File: config.mk
export PLATFORM = sky130hd
export DESIGN_NAME = bcd_down_timer
export DESIGN_NICKNAME = d
export VERILOG_FILES = /design/src/rtl/timer_pkg.sv /design/src/rtl/bcd_digit_dn.sv /design/src/rtl/bcd_down_timer.sv
export SDC_FILE = /design/constraint.sdc
export NUM_CORES = 1
export LEC_CHECK = 0
export CAP_MARGIN = 20
export CORE_MARGIN = 2
export CORE_UTILIZATION = 47
export CTS_CLUSTER_DIAMETER = 60
export CTS_CLUSTER_SIZE = 14
export DETAILED_ROUTE_END_ITERATION = 7
export MAX_ROUTING_LAYER = met4
export PLACE_DENSITY = 0.84
export SYNTH_ARGS = -nofsm -noshare
export SYNTH_HDL_FRONTEND = slang
export SYNTH_HIERARCHICAL = 1
export SYNTH_SLANG_ARGS = --single-unit
File: constraint.sdc
create_clock -name clk -period 7.1 [get_ports clk]
set_clock_uncertainty 0.2 [all_clocks]
set_input_delay 1.065 -clock clk [delete_from_list [all_inputs] [get_ports clk]]
set_output_delay 1.065 -clock clk [all_outputs]
set_load 0.02 [all_outputs]
File: src/rtl/timer_pkg.sv
// Shared constants and helpers for the BCD timer path.
package timer_pkg;
  localparam int         DIGIT_W  = 4;
  localparam logic [3:0] BCD_MAX  = 4'd9;
  localparam logic [15:0] MMSS_MAX = 16'h5959;

  // Limit a loaded digit to its per-position maximum (also catches 4'hA..F).
  function automatic logic [3:0] bcd_clamp(input logic [3:0] d, input logic [3:0] max);
    return (d > max) ? max : d;
  endfunction
endpackage

File: src/rtl/bcd_digit_dn.sv
// One BCD down-counting digit with load clamp and underflow to MAX.
module bcd_digit_dn
  import timer_pkg::*;
#(
  parameter logic [3:0] MAX = BCD_MAX
) (
  input  logic       clk,
  input  logic       clr,
  input  logic       ld,
  input  logic [3:0] ld_val,
  input  logic       dec,
  output logic [3:0] q,
  output logic       is_zero
);
  logic [3:0] r_q;

  // Digit register: clear > load > decrement > hold.
  always_ff @(posedge clk) begin
    if (clr)      r_q <= '0;
    else if (ld)  r_q <= bcd_clamp(ld_val, MAX);
    else if (dec) r_q <= (r_q == 4'd0) ? MAX : r_q - 4'd1;
  end

  assign q       = r_q;
  assign is_zero = (r_q == 4'd0);
endmodule

File: src/rtl/bcd_down_timer.sv
// Multi-digit BCD down timer: borrow-chained digits, hold/wrap at zero, done pulse.
module bcd_down_timer
  import timer_pkg::*;
#(
  parameter int                            NDIGITS      = 4,
  parameter logic [DIGIT_W*NDIGITS-1:0]    DIGIT_MAX    = MMSS_MAX,
  parameter bit                            STOP_AT_ZERO = 1'b1
) (
  input  logic                       clk,
  input  logic                       clr,
  input  logic [DIGIT_W*NDIGITS-1:0] data,
  input  logic                       loadn,
  input  logic                       en,
  output logic [DIGIT_W*NDIGITS-1:0] count,
  output logic                       tc,
  output logic                       zero,
  output logic                       done
);
  localparam logic [DIGIT_W*NDIGITS-1:0] ONE = {{(DIGIT_W*NDIGITS-1){1'b0}}, 1'b1};

  logic [NDIGITS-1:0][DIGIT_W-1:0] w_q;
  logic [NDIGITS-1:0]              w_dig_zero;
  logic [NDIGITS-1:0]              w_borrow;
  logic [NDIGITS-1:0]              w_dec;
  logic                            w_hold;
  logic                            r_done;

  // In stop mode an all-zero count must not wrap, so every digit is frozen.
  assign w_hold = STOP_AT_ZERO && zero;

  genvar i;
  generate
    for (i = 0; i < NDIGITS; i++) begin : g_dig
      if (DIGIT_MAX[DIGIT_W*i +: DIGIT_W] > BCD_MAX ||
          DIGIT_MAX[DIGIT_W*i +: DIGIT_W] == 4'd0) begin : g_bad
        $error("bcd_down_timer: DIGIT_MAX digit %0d out of range 1..9", i);
      end

      // Digit i borrows only when every lower digit is zero.
      if (i == 0) begin : g_b0
        assign w_borrow[i] = 1'b1;
      end else begin : g_bn
        assign w_borrow[i] = w_borrow[i-1] & w_dig_zero[i-1];
      end

      assign w_dec[i] = en && !w_hold && w_borrow[i];

      bcd_digit_dn #(.MAX(DIGIT_MAX[DIGIT_W*i +: DIGIT_W])) u_dig (
        .clk     (clk),
        .clr     (clr),
        .ld      (!loadn),
        .ld_val  (data[DIGIT_W*i +: DIGIT_W]),
        .dec     (w_dec[i]),
        .q       (w_q[i]),
        .is_zero (w_dig_zero[i])
      );
    end
  endgenerate

  assign count = w_q;
  assign zero  = &w_dig_zero;
  assign tc    = en && zero;

  // Pulse once when a decrement moves the count from 1 to 0; load/clear/hold never fire it.
  always_ff @(posedge clk) begin
    if (clr) r_done <= 1'b0;
    else     r_done <= loadn && en && (count == ONE);
  end

  assign done = r_done;
endmodule

==> results of run 1 <==
## final cells by class
type	count	share of cell area
timing repair buffer	38	0.255
sequential	17	0.228
clock inverter	1	0.00335
clock buffer	3	0.0151
tap	28	0.0235
inverter	9	0.0226
multi-input combinational	88	0.453
## where the power goes
group | leakage [nW] | total [mW] | internal (mW) | switching, mW
clock | 0.0177 | 0.0514 | 0.0209 | 0.0306
combinational | 0.354 | 0.0711 | 0.0387 | 0.0324
sequential | 0.140 | 0.115 | 0.101 | 0.0137
total | 0.512 | 0.238 | 0.161 | 0.0766
## flip-flops by register name, indices dropped and copies added, names as in the netlist
register       count
g_dig.u_dig/q     16
done               1
## worst paths after layout
kind | endpoint | depth (start not counted)
setup / recovery | tc | 3
hold / removal | done$_SDFF_PP0_ | 1
setup reg to reg | g_dig[3].u_dig/q[2]$_SDFFE_PP0P_ | 6
hold reg to reg | done$_SDFF_PP0_ | 1
## cell families (layout without fill, tap and decap cells)
kind of cell,count (synthesis),in the layout,synth area share
AO/OA/AOI/OAI,28,28,0.207
AND/OR/NAND/NOR,56,56,0.403
XOR/XNOR,4,4,0.0334
flip-flops,17,17,0.324
buffers and inverters,9,51,0.0322
## synthesized netlist by cell type
| cell type | n | area share |
|---|---|---|
| and2_1 | 2 | 0.012 |
| o21ai_0 | 2 | 0.0095 |
| nand2b_4 | 4 | 0.052 |
| nand2_1 | 6 | 0.021 |
| o211ai_1 | 4 | 0.029 |
| a221oi_2 | 2 | 0.029 |
| xor2_1 | 2 | 0.017 |
| dfxtp_1 | 17 | 0.32 |
| nor3b_2 | 2 | 0.024 |
| o31ai_1 | 2 | 0.014 |
| nor4_2 | 3 | 0.036 |
| or3_1 | 2 | 0.012 |
| nor2_1 | 13 | 0.046 |
| nor4b_4 | 2 | 0.045 |
| xnor2_1 | 2 | 0.017 |
| o31a_1 | 4 | 0.033 |
| nor4_1 | 6 | 0.036 |
| nand3_1 | 4 | 0.019 |
| a31oi_1 | 2 | 0.012 |
| a211oi_1 | 4 | 0.029 |
| nor4b_2 | 1 | 0.014 |
| nand4b_1 | 2 | 0.017 |
| and4bb_2 | 1 | 0.012 |
| inv_1 | 9 | 0.032 |
| a21oi_1 | 4 | 0.019 |
| nor3_1 | 1 | 0.0048 |
| nand4_1 | 3 | 0.018 |
| nor2b_1 | 1 | 0.0060 |
| and4_4 | 1 | 0.011 |
| nor4b_1 | 2 | 0.017 |
| a221oi_1 | 4 | 0.033 |
## routing by layer
metal	up-vias	track usage
li1	529	-
met1	505	0.272
met2	37	0.357
met3	4	0.0409
met4	0	0.0614
met5	-	-
## through the flow
stage,util,cells,total power [mW],area [µm²]
CTS,0.688,184,0.239,1490
global placement,0.675,180,0.186,1470
detailed placement,0.675,180,0.188,1470
floorplan,-,114,0.155,1050
global route,0.688,184,0.250,1490
finish,0.688,184,0.238,1490
==> metrics.txt, run 1 <==
status=completed; worst path arrival time=2320 ps; relative slew slack=0.483; fin crit share=0.505; All-Layer GR Usage=0.217; Clock Latency Late Sink=~280 ps; Tightest Hold Check Type=register to register; net total in the final layout=approximately 180; Yosys cell types=31; mapped cell area=0.00105 mm²; number of H-tree levels=1; most common cell after layout, fill and taps aside=clkdlybuf4s50_1; Worst-path clk slew=100 ps; Final ANT Viol Nets=0; Worst Path Max Fanout=4; Avg Cell Area, Syn=9.21 µm²; Crit-path slowest cell=clkdlybuf4s50_1; Filler cells=197; I/O pin cnt=39; worst path bufs/invs=2; CP dominant cell by count=clkdlybuf4s50_1; CP Capture Type=primary output; layout cells sized above 1=0.128; largest net degree at the start of global routing=27; final worst setup slack=3510 ps; Post-CTS Setup Bufs=0; global-route wire length before repair=4.31 mm; fmax=279 MHz; DRC violations left=0; Routed WL=around 2.6 mm; DRT met1 WL=~1.1 mm; dpl hpwl=1.95 mm; syn nets=134; Routed wire per std cell=14.1 µm; Final Hold Fails=0; CTS buffer count=3; Row Count=17; die width=roughly 51 µm; Slew Viols, Final=0; sequential area share after synthesis=0.324; routed vias/inst=5.84; Die H=51.3 µm; P_leak=0.512 nW; cts repair resizes=0; Worst setup SP type=input port; CTS tree=yes; Syn-to-layout area delta=42.2%; top sig layer=met4; RR Startpoint=g_dig[1].u_dig/q[0]$_SDFFE_PP0P_; Register Area=340 µm²; core area=0.00217 mm²; initial core utilization=0.484; crit path kind=input port to primary output; RSZ-0062 raised after global routing=false; worst vdd ir=0.101 mV; antenna violations before repair=0; port bufs=38; clock buffer depth=2; initial detailed-routing violation count=12; Least-Margin Pin Slew=between 700 and 800 ps; CP peak stage delay=between 500 and 600 ps; hold_sp=g_dig[3].u_dig/q[3]$_SDFFE_PP0P_; #FFs+latches synth=17; DRT Pass-1 Iters=4; max_cap viols=0; vias in the first global route=982; most frequent cells in the layout=38 x clkdlybuf4s50_1, 17 x dfxtp_1, 13 x nor2_1, 9 x inv_1; pre-CTS setup slack=3510 ps; cts hold-fix bufs=0; grt total ovfl=0; number of synthesis warnings=6; FF-to-FF setup slack=4500 ps; met2 wire len=1.28 mm; hold_ws=340 ps; Crit path max-delay family=buffers and inverters; Synth Instances=114; clock sink count=17; n_diodes=0; Final TNS setup=0 ps; Root Buffer=clkbuf_4; pwr dens=roughly 160 mW/mm²; die area=0.00263 mm²; CP Cell Sequence=clkdlybuf4s50_1, and2_1, clkdlybuf4s50_1; area taken by multi-input logic gates=a little under 700 µm²; DR vias=1075; Req. time, crit path=5830 ps; Final setup viols=0; Tmin final=3590 ps; Critical Path Source=en; met3 wire len=153 µm; GP Congestion=~0.76
(Power assumes the default switching activity.)
==> inputs of run 2 (changes only) <==
--- a/config.mk
+++ b/config.mk
@@ -7,12 +7,12 @@
 export LEC_CHECK = 0
 export CAP_MARGIN = 20
 export CORE_MARGIN = 2
-export CORE_UTILIZATION = 47
+export CORE_UTILIZATION = 43
 export CTS_CLUSTER_DIAMETER = 60
 export CTS_CLUSTER_SIZE = 14
 export DETAILED_ROUTE_END_ITERATION = 7
 export MAX_ROUTING_LAYER = met4
-export PLACE_DENSITY = 0.84
+export PLACE_DENSITY = 0.78
 export SYNTH_ARGS = -nofsm -noshare
 export SYNTH_HDL_FRONTEND = slang
 export SYNTH_HIERARCHICAL = 1
==> constraint.sdc (replaced) <==
create_clock -name clk -period 3.5 [get_ports clk]
set_clock_uncertainty 0.2 [all_clocks]
set_input_delay 0.525 -clock clk [delete_from_list [all_inputs] [get_ports clk]]
set_output_delay 0.525 -clock clk [all_outputs]
set_load 0.02 [all_outputs]
==> run 2 against run 1 <==
  * Register-to-register slack got worse by 3600 ps
  * Sequential power up 100%
  * Via count shrank 0.93%
  * Highest routed layer unchanged
  * Critical path depth rose by 1
  * Worst setup slack lost 3100 ps
  * Non-clock buffer count unchanged
  * Critical endpoint unchanged
  * Largest cell class unchanged
  * Combinational power up 110%
  * Cell area about the same
  * Hold slack worse by 27 ps
  * Sequential share of layout area hardly changed
  * Die area is 8.6% higher
  * Core utilization shrank 2.7 points
==> metrics.txt, run 2 (synthesized netlist as in run 1, its figures left out) <==
status=completed; placed cell areas=0.00147 mm² (unchanged); Final setup viols=0 (unchanged); I/O pin cnt=39 (unchanged); port bufs=38 (unchanged); Final TNS setup=0 ps (unchanged); clock buffer depth=2 (unchanged); worst vdd ir=0.256 mV (+150%); DRC violations left=0 (unchanged); met1 GRT Util=0.232 (-0.0396); clock sink count=17 (unchanged); met3 Resource Use GR=0.0508 (+0.00991); relative slew slack=0.460 (-0.0230); Crit-path slowest cell=clkdlybuf4s50_1; worst hold stages=1 (unchanged); initial core utilization=0.466 (-0.0183); Critical Path Source=g_dig[1].u_dig/q[0]$_SDFFE_PP0P_; Root Buffer=clkbuf_4; Req. time, crit path=2770 ps (-3060 ps); GP Congestion=0.784 (+3.1%); crit path kind=register to primary output; Final Hold Fails=0 (unchanged); fin crit share=0.883; DRT Pass-1 Iters=4 (unchanged); Tightest Hold Check Type=register to register; Die H=53.4 µm (+4.2%); Row Count=17 (unchanged); initial detailed-routing violation count=9 (-3); layout cells sized above 1=0.122 (-0.00641); RSZ-0062 raised after global routing=false; Final Cell Area=0.00149 mm² (about the same); pwr dens=327 mW/mm² (+110%); CP peak stage delay=590 ps (about the same); most frequent cells in the layout=38 x clkdlybuf4s50_1, 17 x dfxtp_1, 13 x nor2_1, 9 x inv_1; Worst-path clk slew=100 ps (about the same); n_diodes=0 (unchanged); Worst Reg-to-Reg Cells=6 (unchanged); GRT met2 Usage=0.377 (+0.0194); Worst R2R End=g_dig[3].u_dig/q[2]$_SDFFE_PP0P_; global-route wire length before repair=4.35 mm (+0.95%); Worst setup SP type=register; Clock Latency Late Sink=290 ps (about the same); Routed WL=2.67 mm (+2.7%); grt total ovfl=0 (unchanged); Final Power=487 µW (+110%); number of H-tree levels=1 (unchanged); cts repair resizes=0 (unchanged); CTS tree=yes; RR Startpoint=g_dig[1].u_dig/q[0]$_SDFFE_PP0P_; Slew Viols, Final=0 (unchanged); max reg flops=16 (unchanged); Routed wire per std cell=14.5 µm (+2.7%); CP Capture Type=primary output; most common cell after layout, fill and taps aside=clkdlybuf4s50_1; All-Layer GR Usage=0.214 (-0.00286); dpl hpwl=1.97 mm (+0.79%); hold_sp=g_dig[3].u_dig/q[3]$_SDFFE_PP0P_; Worst Path Max Fanout=7 (+3); Hold Path Sink=done$_SDFF_PP0_; Tmin final=3090 ps; fmax=324 MHz; Least-Margin Pin Slew=808 ps (+36.0 ps); die area=0.00285 mm² (+8.6%); FF-to-FF setup slack=860 ps (-3640 ps); DR vias=1065 (-0.93%); CTS buffer count=3 (unchanged); antenna violations before repair=0 (unchanged); Post-CTS Setup Bufs=0 (unchanged); CP Cell Sequence=nor4_1, and4_4, and2_1, clkdlybuf4s50_1; net total in the final layout=177 (unchanged); routed vias/inst=5.79 (-0.93%); busiest grt layer=met2; cts hold-fix bufs=0 (unchanged); Filler cells=210 (+6.6%); die width=53.4 µm (+4.2%); Syn-to-layout area delta=42.1% (about the same); Final ANT Viol Nets=0 (unchanged); core area=0.00225 mm² (+3.9%); largest net degree at the start of global routing=27 (unchanged); max_cap viols=0 (unchanged); vias in the first global route=1050 (+6.9%); P_leak=0.510 nW (-0.53%); worst path arrival time=2370 ps (+50 ps)
## run 2: critical path: cells and delay by family (launching register included)
kind / cells / cell delay [ps]
and+or+nand+nor: 3 / 1060
buffers and inverters: 1 / 590
DFF: 1 / 420
## run 2: per-stage QoR
stage	std cells	hold slack [ps]	util	worst slack, ps
4_1_cts	184	310	0.661	462
3_5_place_dp	180	300	0.650	803
6_report	184	313	0.661	410
5_1_grt	184	351	0.661	371
3_3_place_gp	180	314	0.650	861
2_1_floorplan	114	389	-	1140
## run 2: report_power, final
group | total (mW) | internal, mW | switching [mW]
Sequential | 0.233 | 0.206 | 0.0271
Combinational | 0.146 | 0.0786 | 0.0670
Clock | 0.109 | 0.0444 | 0.0644
Total | 0.487 | 0.329 | 0.159
## run 2: layout make-up
| cell class | instances | area (µm²) | share of cell area |
|---|---|---|---|
| sequential | 17 | 340 | 0.228 |
| multi-input combinational | 88 | 676 | 0.453 |
| timing repair buffer | 38 | 380 | 0.255 |
| inverter | 9 | 33.8 | 0.0227 |
| clock buffer | 4 | 26.3 | 0.0176 |
| tap | 28 | 35.0 | 0.0235 |
## run 2: worst max-delay path by stage
stage                                            end  slack [ps]
finish                                            tc         410
global route                                      tc         370
CTS                                               tc         460
detailed placement  g_dig[3].u_dig/q[2]$_SDFFE_PP0P_         800
global placement    g_dig[2].u_dig/q[1]$_SDFFE_PP0P_         860
floorplan           g_dig[2].u_dig/q[3]$_SDFFE_PP0P_        1140
## run 2: metal layers
layer / vias up / routed length, µm
li1: 531 / -
met1: 506 / 1190
met2: 26 / 1330
met3: 2 / 132
met4: 0 / 17
met5: - / 0
==> inputs of run 3 (changes only) <==
--- a/config.mk
+++ b/config.mk
@@ -5,14 +5,17 @@
 export SDC_FILE = /design/constraint.sdc
 export NUM_CORES = 1
 export LEC_CHECK = 0
+export ABC_CLOCK_PERIOD_IN_PS = 3500
 export CAP_MARGIN = 20
 export CORE_MARGIN = 2
-export CORE_UTILIZATION = 43
+export CORE_UTILIZATION = 58
 export CTS_CLUSTER_DIAMETER = 60
 export CTS_CLUSTER_SIZE = 14
 export DETAILED_ROUTE_END_ITERATION = 7
+export DONT_BUFFER_PORTS = 1
 export MAX_ROUTING_LAYER = met4
-export PLACE_DENSITY = 0.78
+export PLACE_DENSITY = 0.74
+export RECOVER_POWER = 100
 export SYNTH_ARGS = -nofsm -noshare
 export SYNTH_HDL_FRONTEND = slang
 export SYNTH_HIERARCHICAL = 1
==> run 3 against run 2 <==
  * Core utilization fell by 4.8 points
  * Global-route usage increased by 0.20 points
  * Via count shrank 17%
  * Register-to-register slack got worse by 170 ps
  * Worst setup slack better by 280 ps
  * First-iteration DRC count increased by 100%
  * Sequential share of layout area grew 9.7 points
  * Sequential power rose by 6%
  * Combinational power shrank 51%
  * Die area is 24% lower
  * Highest routed layer unchanged
==> metrics.txt, run 3 (synthesized netlist as in run 1, its figures left out) <==
Row Count=15 (-2); Slew Viols, Final=0 (unchanged); DRT met1 WL=1.05 mm (-12%); hold_sp=clr; max_cap viols=0 (unchanged); CTS tree=yes; Register Area=340 µm² (unchanged); vias in the first global route=795 (-24%); Least-Margin Pin Slew=718 ps (-90.3 ps); core area=0.00171 mm² (-24%); most common cell after layout, fill and taps aside=dfxtp_1; clock sink count=17 (unchanged); Final TNS setup=0 ps (unchanged); Tightest Hold Check Type=input port to register; Post-Layout Cell Count=143 (-22%); hold_ws=88.3 ps (-225 ps); fin crit share=0.803 (-0.0795); net total in the final layout=139 (-21%); Final setup viols=0 (unchanged); n_diodes=0 (unchanged); Die H=46.5 µm (-13%); worst vdd ir=0.248 mV (-3.0%); Worst Path Max Fanout=7 (unchanged); Worst-path clk slew=110 ps (about the same); fmax=356 MHz (+9.9%); Post-CTS Setup Bufs=0 (unchanged); cts repair resizes=0 (unchanged); met3 wire len=114 µm (-14%); Filler cells=165 (-21%); GP Congestion=0.748 (-4.6%); Syn-to-layout area delta=-0.239%; die width=46.5 µm (-13%); global-route wire length before repair=3.32 mm (-24%); Final Hold Fails=0 (unchanged); largest net degree at the start of global routing=27 (unchanged); Final ANT Viol Nets=0 (unchanged); most frequent cells in the layout=17 x dfxtp_1, 13 x nor2_1, 9 x inv_1; antenna violations before repair=0 (unchanged); port bufs=0 (-100%); Worst Reg-to-Reg Cells=7 (+1); number of H-tree levels=1 (unchanged); worst path arrival time=2840 ps (+470 ps); crit path kind=register to register; routed vias/inst=6.18 (+6.8%); All-Layer GR Usage=0.216 (+0.00198); RSZ-0062 raised after global routing=false; relative slew slack=0.521 (+0.0603); DRT Pass-1 Iters=4 (unchanged); Worst setup SP type=register; pwr dens=403 mW/mm² (+23%); max reg flops=16 (unchanged); Routed wire per std cell=14.9 µm (+2.7%); area taken by multi-input logic gates=614 µm² (-9.1%); P_leak=0.353 nW (-31%); CP Capture Type=register; Critical Path Source=g_dig[3].u_dig/q[1]$_SDFFE_PP0P_; Root Buffer=clkbuf_4; clock buffer depth=2 (unchanged); Placed Cells=139 (-23%); initial core utilization=0.615 (+0.149); DR vias=884 (-17%); initial detailed-routing violation count=18 (+9); Tmin final=2810 ps (-278 ps); status=completed; top sig layer=met4; DRC violations left=0 (unchanged); worst hold stages=1 (unchanged); die area=0.00217 mm² (-24%); grt total ovfl=0 (unchanged); dpl hpwl=1.57 mm (-20%); Req. time, crit path=3520 ps (+750 ps); I/O pin cnt=39 (unchanged); cts hold-fix bufs=0 (unchanged); Clock Latency Late Sink=290 ps (about the same); layout cells sized above 1=0.102 (-0.0201); RR Startpoint=g_dig[3].u_dig/q[1]$_SDFFE_PP0P_; Routed WL=2.13 mm (-20%); CTS buffer count=3 (unchanged); met2 wire len=948 µm (-29%)
-- run 3: changes by cell type in the layout (fill, tap and decap cells not counted), sizes merged --
cell           before  now
clkbuf              4    3
clkinv              0    1
clkdlybuf4s50      38    0
-- run 3: area by class of cell --
class	count	area share
Multi-Input combinational cell	88	0.587
Sequential cell	17	0.325
Inverter	9	0.0323
Tap cell	25	0.0299
Clock buffer	3	0.0215
Clock inverter	1	0.00478
-- run 3: worst paths after layout --
check / end / slack, ps
hold / removal: g_dig[1].u_dig/q[0]$_SDFFE_PP0P_ / 90
setup reg to reg: g_dig[2].u_dig/q[1]$_SDFFE_PP0P_ / 690
setup / recovery: g_dig[2].u_dig/q[1]$_SDFFE_PP0P_ / 690
hold reg to reg: g_dig[1].u_dig/q[3]$_SDFFE_PP0P_ / 440
-- run 3: where the power goes --
part	switching, mW	internal, mW	total, mW
clock	0.0629	0.0425	0.105
sequential	0.0401	0.206	0.246
combinational	0.0356	0.0357	0.0712
total	0.139	0.284	0.422
-- run 3: worst max-delay path: stages (launching register included) --
cell and delay [ps]:
dfxtp_1 600, nor4_1 150, and4_1 340, nor2_1 400, and2_0 330, nor3b_1 380
o211ai_1 160, a31oi_1 200
-- run 3: per-layer routing --
metal,vias up,track usage
li1,452,-
met1,402,0.282
met2,26,0.328
met3,4,0.0471
met4,0,0.0686
met5,-,-
-- run 3: per-stage QoR --
stage	util	area, µm²	worst slack, ps	power [mW]
final	0.613	1050	688	0.422
after CTS	0.649	1110	826	0.435
after global placement	0.633	1080	926	0.328
after floorplan	-	1050	1140	0.315
after global routing	0.613	1050	545	0.444
after detailed placement	0.633	1080	869	0.331
